$ cat src/rtl/fetch_pkg.sv
// Shared definitions for the instruction fetch sequencer.
//   fetch_state_t : FSM encoding (SETTLE / FETCH / HOLD)
//   LEN_*         : instruction length codes
//   instr_len()   : length of an instruction from the top two opcode bits
package fetch_pkg;

    typedef enum logic [1:0] {
        ST_SETTLE = 2'd0,
        ST_FETCH  = 2'd1,
        ST_HOLD   = 2'd2
    } fetch_state_t;

    localparam logic [1:0] LEN_1 = 2'd1;
    localparam logic [1:0] LEN_2 = 2'd2;
    localparam logic [1:0] LEN_3 = 2'd3;

    // op_hi = opcode[7:6]; 2'b11 is reserved and treated as a 1-byte instruction
    function automatic logic [1:0] instr_len(input logic [1:0] op_hi);
        case (op_hi)
            2'b01:   instr_len = LEN_2;
            2'b10:   instr_len = LEN_3;
            default: instr_len = LEN_1;
        endcase
    endfunction

endpackage

$ cat src/rtl/instr_fetch.sv
// Instruction fetch sequencer between the program counter and the decoder.
// Reads bytes from program memory at pc_in over a req/ack handshake, pulses
// pc_inc once per accepted byte and presents assembled 1..3 byte
// instructions to the decoder on a valid/ready handshake.
//
// Ports:
//   clk, reset            clock (posedge), asynchronous active-high reset
//   pc_in                 current program counter
//   pc_inc                one-cycle pulse: advance the PC by one
//   mem_addr, mem_req     fetch address / request (held until mem_ack)
//   mem_ack, mem_data     read completion and data
//   flush                 PC rewritten: abort whatever is in progress
//   ir_valid, ir_ready    instruction handshake towards the decoder
//   ir_opcode/arg0/arg1   instruction bytes (unused bytes read 0)
//   ir_len, ir_pc         length 1..3 and address of the opcode byte
module instr_fetch
    import fetch_pkg::*;
#(
    parameter int ADDR_W = 8,
    parameter int DATA_W = 8
) (
    input  logic              clk,
    input  logic              reset,
    input  logic [ADDR_W-1:0] pc_in,
    output logic              pc_inc,
    output logic [ADDR_W-1:0] mem_addr,
    output logic              mem_req,
    input  logic              mem_ack,
    input  logic [DATA_W-1:0] mem_data,
    input  logic              flush,
    output logic              ir_valid,
    input  logic              ir_ready,
    output logic [DATA_W-1:0] ir_opcode,
    output logic [DATA_W-1:0] ir_arg0,
    output logic [DATA_W-1:0] ir_arg1,
    output logic [1:0]        ir_len,
    output logic [ADDR_W-1:0] ir_pc
);

    fetch_state_t state, next_state;
    logic [1:0]   byte_cnt;
    logic [1:0]   cur_len;
    logic         take_ack;

    // mem_req and ir_valid decode straight from the state register, so an
    // asynchronous reset clears them immediately.
    assign mem_req  = (state == ST_FETCH);
    assign ir_valid = (state == ST_HOLD);
    assign mem_addr = mem_req ? pc_in : '0;

    always_comb begin
        next_state = state;
        // An ack only counts while requesting, and a coincident flush discards it.
        take_ack   = (state == ST_FETCH) && mem_ack && !flush;
        // For the opcode byte the length is not registered yet, so take it from the bus.
        cur_len    = (byte_cnt == 2'd0) ? instr_len(mem_data[DATA_W-1 -: 2]) : ir_len;

        case (state)
            ST_SETTLE: next_state = ST_FETCH;
            ST_FETCH: begin
                if (mem_ack)
                    next_state = ((byte_cnt + 2'd1) == cur_len) ? ST_HOLD : ST_SETTLE;
            end
            ST_HOLD: begin
                // PC was advanced by the last pc_inc, so refetch without settling.
                if (ir_ready)
                    next_state = ST_FETCH;
            end
            default: next_state = ST_SETTLE;
        endcase

        if (flush)
            next_state = ST_SETTLE;
    end

    always_ff @(posedge clk or posedge reset) begin
        if (reset) begin
            state     <= ST_SETTLE;
            byte_cnt  <= 2'd0;
            pc_inc    <= 1'b0;
            ir_opcode <= '0;
            ir_arg0   <= '0;
            ir_arg1   <= '0;
            ir_len    <= 2'd0;
            ir_pc     <= '0;
        end else begin
            state  <= next_state;
            pc_inc <= take_ack;

            if (flush) begin
                byte_cnt <= 2'd0;
            end else if (take_ack) begin
                byte_cnt <= byte_cnt + 2'd1;
                case (byte_cnt)
                    2'd0: begin
                        ir_opcode <= mem_data;
                        ir_arg0   <= '0;
                        ir_arg1   <= '0;
                        ir_len    <= cur_len;
                        ir_pc     <= pc_in;
                    end
                    2'd1:    ir_arg0 <= mem_data;
                    default: ir_arg1 <= mem_data;
                endcase
            end else if (state == ST_HOLD && ir_ready) begin
                byte_cnt <= 2'd0;
            end
        end
    end

endmodule
$ cat config.mk
export PLATFORM = sky130hd
export DESIGN_NAME = instr_fetch
export DESIGN_NICKNAME = d
export VERILOG_FILES = /design/src/rtl/fetch_pkg.sv /design/src/rtl/instr_fetch.sv
export SDC_FILE = /design/constraint.sdc
export NUM_CORES = 1
export LEC_CHECK = 0
export CAP_MARGIN = 10
export CORE_ASPECT_RATIO = 1.25
export CORE_MARGIN = 1
export CORE_UTILIZATION = 47
export DETAILED_ROUTE_END_ITERATION = 10
export PLACE_DENSITY = 0.85
export REMOVE_ABC_BUFFERS = 1
export SYNTH_ARGS = -nofsm -noshare
export SYNTH_HDL_FRONTEND = slang
export SYNTH_SLANG_ARGS = --single-unit
$ cat constraint.sdc
create_clock -name clk -period 2.9 [get_ports clk]
set_input_delay 0.29 -clock clk [delete_from_list [all_inputs] [get_ports clk]]
set_output_delay 0.29 -clock clk [all_outputs]
set_load 0.01 [all_outputs]
# After elaboration in Yosys (flattened, before gate mapping)
# Index checks and enable logic that the tools add are counted.
dict set report word_totals {
  register_bits 39
  latch_bits 0
  ram_bits 0
  romBits 0
  inputBits 21
  output_inout_bits 45
  word_cells 44
  mem_count 0
}
dict set report op_classes {
  addsub 1
  multipliers 0
  n_div 0
  order_cmp 0
  eq_ne 8
  shifts 0
  n_mux 13
  n_bitwise 2
  n_reduce_logical 12
}
# operator n
set ops {}
lappend ops {{8-bit one-hot mux with 2 select lines} 2}
lappend ops {{2-bit two-way mux} 8}
lappend ops {{3-bit AND reduction} 3}
lappend ops {{8-bit two-way mux} 1}
lappend ops {{2-bit by 1-bit equality test with 1-bit output, second input constant} 3}
lappend ops {{2-bit one-hot mux with 3 select lines} 1}
lappend ops {{2-bit equality test, second input constant} 2}
lappend ops {{2-bit zero test} 2}
lappend ops {{2-bit one-hot mux with 2 select lines} 1}
lappend ops {{1-bit logical AND} 3}
lappend ops {{3-bit by 1-bit != test with 1-bit output, second input constant} 1}
lappend ops {{3-bit by 2-bit != test with 1-bit output, second input constant} 1}
lappend ops {{3-bit nonzero test} 1}
lappend ops {{2-bit by 1-bit adder with 2-bit output, second input constant} 1}
lappend ops {{2-bit equality test} 1}
lappend ops {{1-bit NOT} 2}
lappend ops {{2-bit AND reduction} 1}
lappend ops {{2-bit nonzero test} 1}
lappend ops {{1-bit zero test} 1}

# Logic depth before layout (Yosys ltp)
# Gate-level depths: netlist of the first run.
dict set report depth {
  word_depth 8
  depth_mapped 6
  ltp_nobuf 6
}

# Least setup slack after synthesis of the first run
# No wires, ideal clock.
dict set report synth_timing {
  path_kind {reg-to-reg}
  startpoint {register byte_cnt[0]}
  endpoint {register ir_opcode[0]}
  t_arrival_ns 1.439
  required_time_ns 2.773
  slack_ns 1.334
  stages_incl_launch_ff 6
  n_path_buf 1
  period_less_slack_ns 1.566
  cell_sequence {dfrtp_1 -> inv_1 -> ha_1 -> and4b_4 -> buf_6 -> mux2_1}
}
dict set report synth_via {
  elab_chain_cells 2
}
# item line_no
set synth_rtl {}
lappend synth_rtl {{start, declared} instr_fetch.sv:41} ;# logic [1:0] byte_cnt;
lappend synth_rtl {{start signal, assigned} instr_fetch.sv:93} ;# byte_cnt <= byte_cnt + 2'd1;
lappend synth_rtl {{2-bit zero test} instr_fetch.sv:94} ;# case (byte_cnt)
lappend synth_rtl {{3-bit AND reduction (no source line)} n/a}
lappend synth_rtl {{end signal, assigned} instr_fetch.sv:96} ;# ir_opcode <= mem_data;
lappend synth_rtl {{end, declared} instr_fetch.sv:33} ;# output logic [DATA_W-1:0] ir_opcode,
# Every way passes these cells.
# A chain may end at the register's enable or synchronous reset.

# Final worst setup path of the first run
dict set report layout_timing {
  startpoint {register state[0]}
  endpoint {output port mem_addr[4]}
}
dict set report layout_via {
  elab_chain_cells 2
}
# item line_no
set layout_rtl {}
lappend layout_rtl {{start, declared} instr_fetch.sv:40} ;# fetch_state_t state, next_state;
lappend layout_rtl {{start signal, assigned} instr_fetch.sv:87} ;# state <= next_state;
lappend layout_rtl {{2-bit by 1-bit equality test with 1-bit output} instr_fetch.sv:47} ;# assign mem_req = (state == ST_FETCH);
lappend layout_rtl {{8-bit two-way mux} instr_fetch.sv:49} ;# assign mem_addr = mem_req ? pc_in : '0;
lappend layout_rtl {{end, declared} instr_fetch.sv:26} ;# output logic [ADDR_W-1:0] mem_addr,
# Every way passes these cells.

==> impl_metrics.json, run 1 <==
{
  "clock-root-buffer": "clkbuf_8",
  "leakage_nw": 1.064,
  "hpwlAfterDp_um": 2954,
  "tns_ns": 0,
  "clkSlewWorstSetupHoldPaths_ns": 0.08,
  "dieArea_um2": 3905,
  "peakVddDrop_mv": 0.5315,
  "clk-insertion-delay-late_ns": 0.29,
  "synth_ff_type": "dfrtp_1",
  "post-route-period-util_pct": 73.33,
  "crit_fanout": 11,
  "cts_tree": "built",
  "first_pass_iters": 4,
  "die_w_um": 56.10,
  "drcViolationCount": 0,
  "io_pins": 66,
  "grt_usage_pct": 23.03,
  "ys_warn_count": 0,
  "wl_per_cell_um": 16.55,
  "final_util_pct": 71.19,
  "first_global_vias": 1465,
  "post-place-ws_ns": 0.8023,
  "num_rows": 24,
  "cts.sinks": 39,
  "grt_pass1_wl_um": 6962,
  "hp-class": "primary input to asynchronous set/reset pin",
  "vias": 1327,
  "cts.repair.resized": 0,
  "initial_core_util_pct": 49.35,
  "power.density_nw_per_um2": 659.6,
  "overflow": 0,
  "avgSynthCellArea_um2": 12.19,
  "max_freq_mhz": 470.2,
  "clock_path_buffers": 2,
  "fin_nets": 232,
  "ys_ff_latch": 39,
  "report.final.slew_viol_count": 0,
  "num_antenna_cells": 0,
  "clock-skew-final_ns": 0.003864,
  "ys_seq_area_share_pct": 56.77,
  "endpoint_kind": "output port",
  "wl_um": 4104,
  "postLayoutCellArea_um2": 2480,
  "first_iter_violations": 24,
  "syn_area_um2": 1719,
  "fp.dieH_um": 69.62,
  "syn_inst": 141,
  "grt_antenna_before_repair": 0,
  "synth-edff-count": 0,
  "layout_commonest_cell": "clkdlybuf4s50_1",
  "cts_buffers": 5,
  "async_flop_share_pct": 100.0,
  "total_power_w": 0.001636,
  "placed_cell_area_um2": 2380,
  "final_layout_size_suffix_gt1_share_pct": 5.742,
  "setup_ws_ns": 0.7734,
  "hold_viol_final": 0,
  "mostFrequentLayoutCells": "clkdlybuf4s50_1 (65), dfrtp_1 (39), mux2_1 (16), inv_1 (12)",
  "via_per_inst": 5.351,
  "synth_cell_types": 24,
  "cts_post_setup_buffers_inserted": 0,
  "tightest_slew_ns": 0.5073,
  "cp.required_ns": 2.61,
  "h-tree-depth": 2,
  "status": "finished clean",
  "worstSetupStartpointType": "flip-flop",
  "post-route-min-period_ns": 2.127,
  "area_growth_pct": 44.25,
  "core_um2": 3483,
  "ant_nets": 0,
  "critical_path_arrival_ns": 1.84,
  "setup_viol": 0,
  "startpoint": "state[0]",
  "r2r_start": "byte_cnt[0]",
  "cts_hold_buf": 0,
  "grt_setup_unrepaired": "false",
  "gp_congestion": 0.7021,
  "maxCapViolCount": 0,
  "relSlewSlack_pct": 66.18,
  "crit_type": "flip-flop to output port",
  "port_buffers": 65,
  "grt_max_degree": 30
}
[area by class of cell]
cell class | instances | area (µm²)
multi-input cells | 84 | 651.9
clock buffers | 8 | 100.1
inverters | 12 | 45.04
repair buffers | 66 | 658.1
fillers | 257 | 1003
well taps | 39 | 48.80
flip-flops and latches | 39 | 975.9
[flip-flops by register name, indices dropped and copies added, names as in the netlist]
register / count
ir_arg0: 8
ir_arg1: 8
ir_opcode: 8
ir_pc: 8
byte_cnt: 2
ir_len: 2
state: 2
pc_inc: 1
[cells by family (layout without fill, tap and decap cells)]
kind of cell             count (synthesis)  after routing  synth area share (%)
flip-flops                              39             39                 56.77
AND/OR/NAND/NOR                         39             39                 14.99
AO/OA/AOI/OAI                           24             24                 9.243
buffers and inverters                   18             86                 5.313
multiplexers                            16             16                 10.48
adder cells (fa/ha/maj)                  3              3                 2.184
XOR/XNOR                                 2              2                 1.019
[where the power goes]
group | switching (W) | internal, W | leakage (nW)
Sequential | 0.0000693 | 0.000657 | 0.497
Combinational | 0.000203 | 0.000305 | 0.516
Clock | 0.000186 | 0.000217 | 0.0515
Total | 0.000457 | 0.00118 | 1.06
[worst max-delay path, cell delays in order, from the launching register on]
cell and delay [ns]:
dfrtp_1 0.43, nor2b_2 0.39, and2_1 0.19, clkdlybuf4s50_1 0.53
[synth_stat cells, types with 2 or more instances]
cell | count | share of area, %
dfrtp_1 | 39 | 57
mux2_1 | 16 | 10
inv_1 | 12 | 2.6
and2_1 | 9 | 3.3
nor2_1 | 9 | 2.0
o21ai_0 | 9 | 2.6
a22o_1 | 8 | 4.1
nand3b_1 | 8 | 3.5
a21oi_1 | 5 | 1.5
buf_6 | 3 | 2.0
ha_1 | 3 | 2.2
nand2_1 | 3 | 0.65
nor2b_1 | 3 | 1.1
clkbuf_1 | 2 | 0.44
nor4_1 | 2 | 0.73
xnor2_1 | 2 | 1.0
[routing by layer]
layer | share of wire, % | vias to the layer above | GRT usage, %
met5 | 0 | - | 0
met2 | 50 | 60 | 39.15
li1 | - | 612 | -
met1 | 40 | 642 | 26.83
met4 | 2.5 | 0 | 8.943
met3 | 7.5 | 13 | 7.276
[final timing paths]
| kind | end | slack (ns) | cells after the start |
|---|---|---|---|
| max | mem_addr[4] | 0.77 | 3 |
| min | ir_arg1[0] | 0.27 | 2 |
| max reg2reg | ir_opcode[2] | 0.95 | 4 |
| min reg2reg | ir_opcode[1] | 0.50 | 1 |
| max in group asynchronous | ir_pc[3] | 1.92 | 3 |
| min in group clk | ir_opcode[1] | 0.50 | 1 |
[metrics by stage]
stage | cells | hold WS (ns)
6_report | 248 | 0.2747
5_1_grt | 248 | 0.3111
4_1_cts | 248 | 0.2922
3_5_place_dp | 240 | 0.4760
3_3_place_gp | 240 | 0.4685
2_1_floorplan | 135 | 0.3558
Power figures use the tool's default switching activity.
==> run 2, diff against run 1 <==
--- a/config.mk
+++ b/config.mk
@@ -8,9 +8,9 @@
 export CAP_MARGIN = 10
 export CORE_ASPECT_RATIO = 1.25
 export CORE_MARGIN = 1
-export CORE_UTILIZATION = 47
+export CORE_UTILIZATION = 39
 export DETAILED_ROUTE_END_ITERATION = 10
-export PLACE_DENSITY = 0.85
+export PLACE_DENSITY = 0.75
 export REMOVE_ABC_BUFFERS = 1
 export SYNTH_ARGS = -nofsm -noshare
 export SYNTH_HDL_FRONTEND = slang
==> constraint.sdc (replaced) <==
create_clock -name clk -period 1.76 [get_ports clk]
set_input_delay 0.176 -clock clk [delete_from_list [all_inputs] [get_ports clk]]
set_output_delay 0.176 -clock clk [all_outputs]
set_load 0.01 [all_outputs]
==> impl_metrics.json, run 2 (synthesis gave the netlist of run 1 again) <==
{
  "overflow": 0,
  "post-route-period-util_pct": 93.28,
  "crit_fanout": 16,
  "fin_nets": 242,
  "r2r_start": "byte_cnt[0]",
  "max_freq_mhz": 609.1,
  "clock-root-buffer": "clkbuf_8",
  "core_um2": 4164,
  "first_pass_iters": 4,
  "h-tree-depth": 2,
  "hold_viol_final": 0,
  "wl_met3_um": 289,
  "final_layout_size_suffix_gt1_share_pct": 10.96,
  "critical_path_arrival_ns": 1.81,
  "grt_setup_unrepaired": "false",
  "total_power_w": 0.002803,
  "ant_nets": 0,
  "grt_max_degree": 29,
  "cts.sinks": 39,
  "wl_met2_um": 2136,
  "area_growth_pct": 52.33,
  "clkSlewWorstSetupHoldPaths_ns": 0.08,
  "layout_commonest_cell": "clkdlybuf4s50_1",
  "tns_ns": 0,
  "reg2reg_to": "ir_pc[7]",
  "setup_viol": 0,
  "wl_met1_um": 1611,
  "die_w_um": 61.39,
  "wl_per_cell_um": 14.92,
  "grt_usage_pct": 19.28,
  "path_cells": "inv_1 -> ha_1 -> and4b_4 -> buf_12 -> mux2_1",
  "hp-class": "primary input to asynchronous set/reset pin",
  "clock-skew-final_ns": 0.005647,
  "vias": 1369,
  "num_rows": 26,
  "crit_family": "flip-flops",
  "grt_pass1_wl_um": 6610,
  "first_global_vias": 1422,
  "clk-insertion-delay-late_ns": 0.29,
  "mostFrequentLayoutCells": "clkdlybuf4s50_1 (55), dfrtp_1 (38), mux2_1 (16), inv_1 (12)",
  "reg2regPathDepth": 5,
  "endpoint_kind": "flip-flop",
  "reg2reg_slack_ns": 0.12,
  "power.density_nw_per_um2": 1070,
  "dieArea_um2": 4679,
  "fp.dieH_um": 76.23,
  "cpMaxStageDelayCell": "dfrtp_1",
  "initial_core_util_pct": 41.29,
  "first_iter_violations": 53,
  "gp_congestion": 0.8324,
  "leakage_nw": 1.187,
  "fillers": 351,
  "cts_buffers": 5,
  "status": "finished clean",
  "worstSetupStartpointType": "flip-flop",
  "hpwlAfterDp_um": 3108,
  "topRoutingLayerUsed": "met4",
  "wl_um": 4104,
  "maxCapViolCount": 0,
  "cts_hold_buf": 0,
  "report.final.slew_viol_count": 0,
  "clock_path_buffers": 2,
  "port_buffers": 65,
  "post-route-min-period_ns": 1.642,
  "cp.buffers_inverters": 2,
  "crit_type": "flip-flop to flip-flop",
  "cp.required_ns": 1.93,
  "cts_tree": "built",
  "peakVddDrop_mv": 0.5455,
  "io_pins": 66,
  "final_util_pct": 62.89,
  "grt_antenna_before_repair": 0,
  "num_antenna_cells": 0,
  "tightest_slew_ns": 0.3466,
  "slowest_delay_ns": 0.44,
  "drcViolationCount": 0,
  "relSlewSlack_pct": 76.90,
  "via_per_inst": 4.978
}
-- run 2: changes by cell type in the layout (fill, tap and decap cells not counted), sizes merged --
cell	previous run	this run
bufinv	0	1
clkinv	0	1
dlygate4sd2	0	8
buf	1	11
dlymetal6s2s	0	2
clkdlybuf4s50	65	55
clkbuf	8	6
-- run 2: report_power, final --
group | switching, W | internal (W) | leakage [nW]
logic | 0.000332 | 0.000513 | 0.631
clock network | 0.000312 | 0.000459 | 0.0612
registers | 0.000106 | 0.00108 | 0.495
total | 0.000749 | 0.00205 | 1.19
-- run 2: repair_timing --
item	CTS	global route
endpoints found under the hold margin	0	0
setup endpoints to repair	9	2
buffers inserted	1	0
gates resized for setup	10	2
-- run 2: how the worst max path moves through the flow --
stage,startpoint,to,slack (ns),depth (start not counted)
finish,byte_cnt[0],ir_pc[7],0.12,5
global route,byte_cnt[0],ir_pc[4],0.04,5
CTS,state[1],ir_valid,0.04,3
detailed placement,mem_ack,ir_arg0[2],0.07,6
global placement,mem_data[6],state[1],0.09,5
floorplan,byte_cnt[0],ir_opcode[0],0.06,4
-- run 2: metrics by stage --
stage / hold slack, ns / std cells / cell area, µm² / setup slack, ns
6_report: 0.2009 / 275 / 2619 / 0.1183
5_1_grt: 0.2276 / 275 / 2619 / 0.04084
4_1_cts: 0.2079 / 275 / 2614 / 0.03536
3_5_place_dp: 0.4753 / 266 / 2494 / 0.06755
3_3_place_gp: 0.4688 / 266 / 2494 / 0.08940
2_1_floorplan: 0.2418 / 135 / 1673 / 0.06425
-- run 2: metal layers --
| layer | global-route usage (%) | vias to the layer above |
|---|---|---|
| li1 | - | 640 |
| met2 | 33.04 | 65 |
| met1 | 21.36 | 658 |
| met4 | 8.000 | 0 |
| met3 | 5.772 | 6 |
| met5 | 0 | - |
-- run 2: layout make-up --
| type | count | area, µm² | area share (%) |
|---|---|---|---|
| clock inverter | 2 | 35.03 | 1.338 |
| multi-input combinational | 84 | 651.9 | 24.89 |
| sequential | 39 | 977.2 | 37.31 |
| inverter | 12 | 45.04 | 1.720 |
| tap | 56 | 70.07 | 2.676 |
| clock buffer | 6 | 82.58 | 3.153 |
| timing repair buffer | 76 | 757.0 | 28.91 |
-- run 2: worst min-delay path, delay by kind of cell --
family / cells / cell delay, ns
buffers and inverters: 3 / 0.66
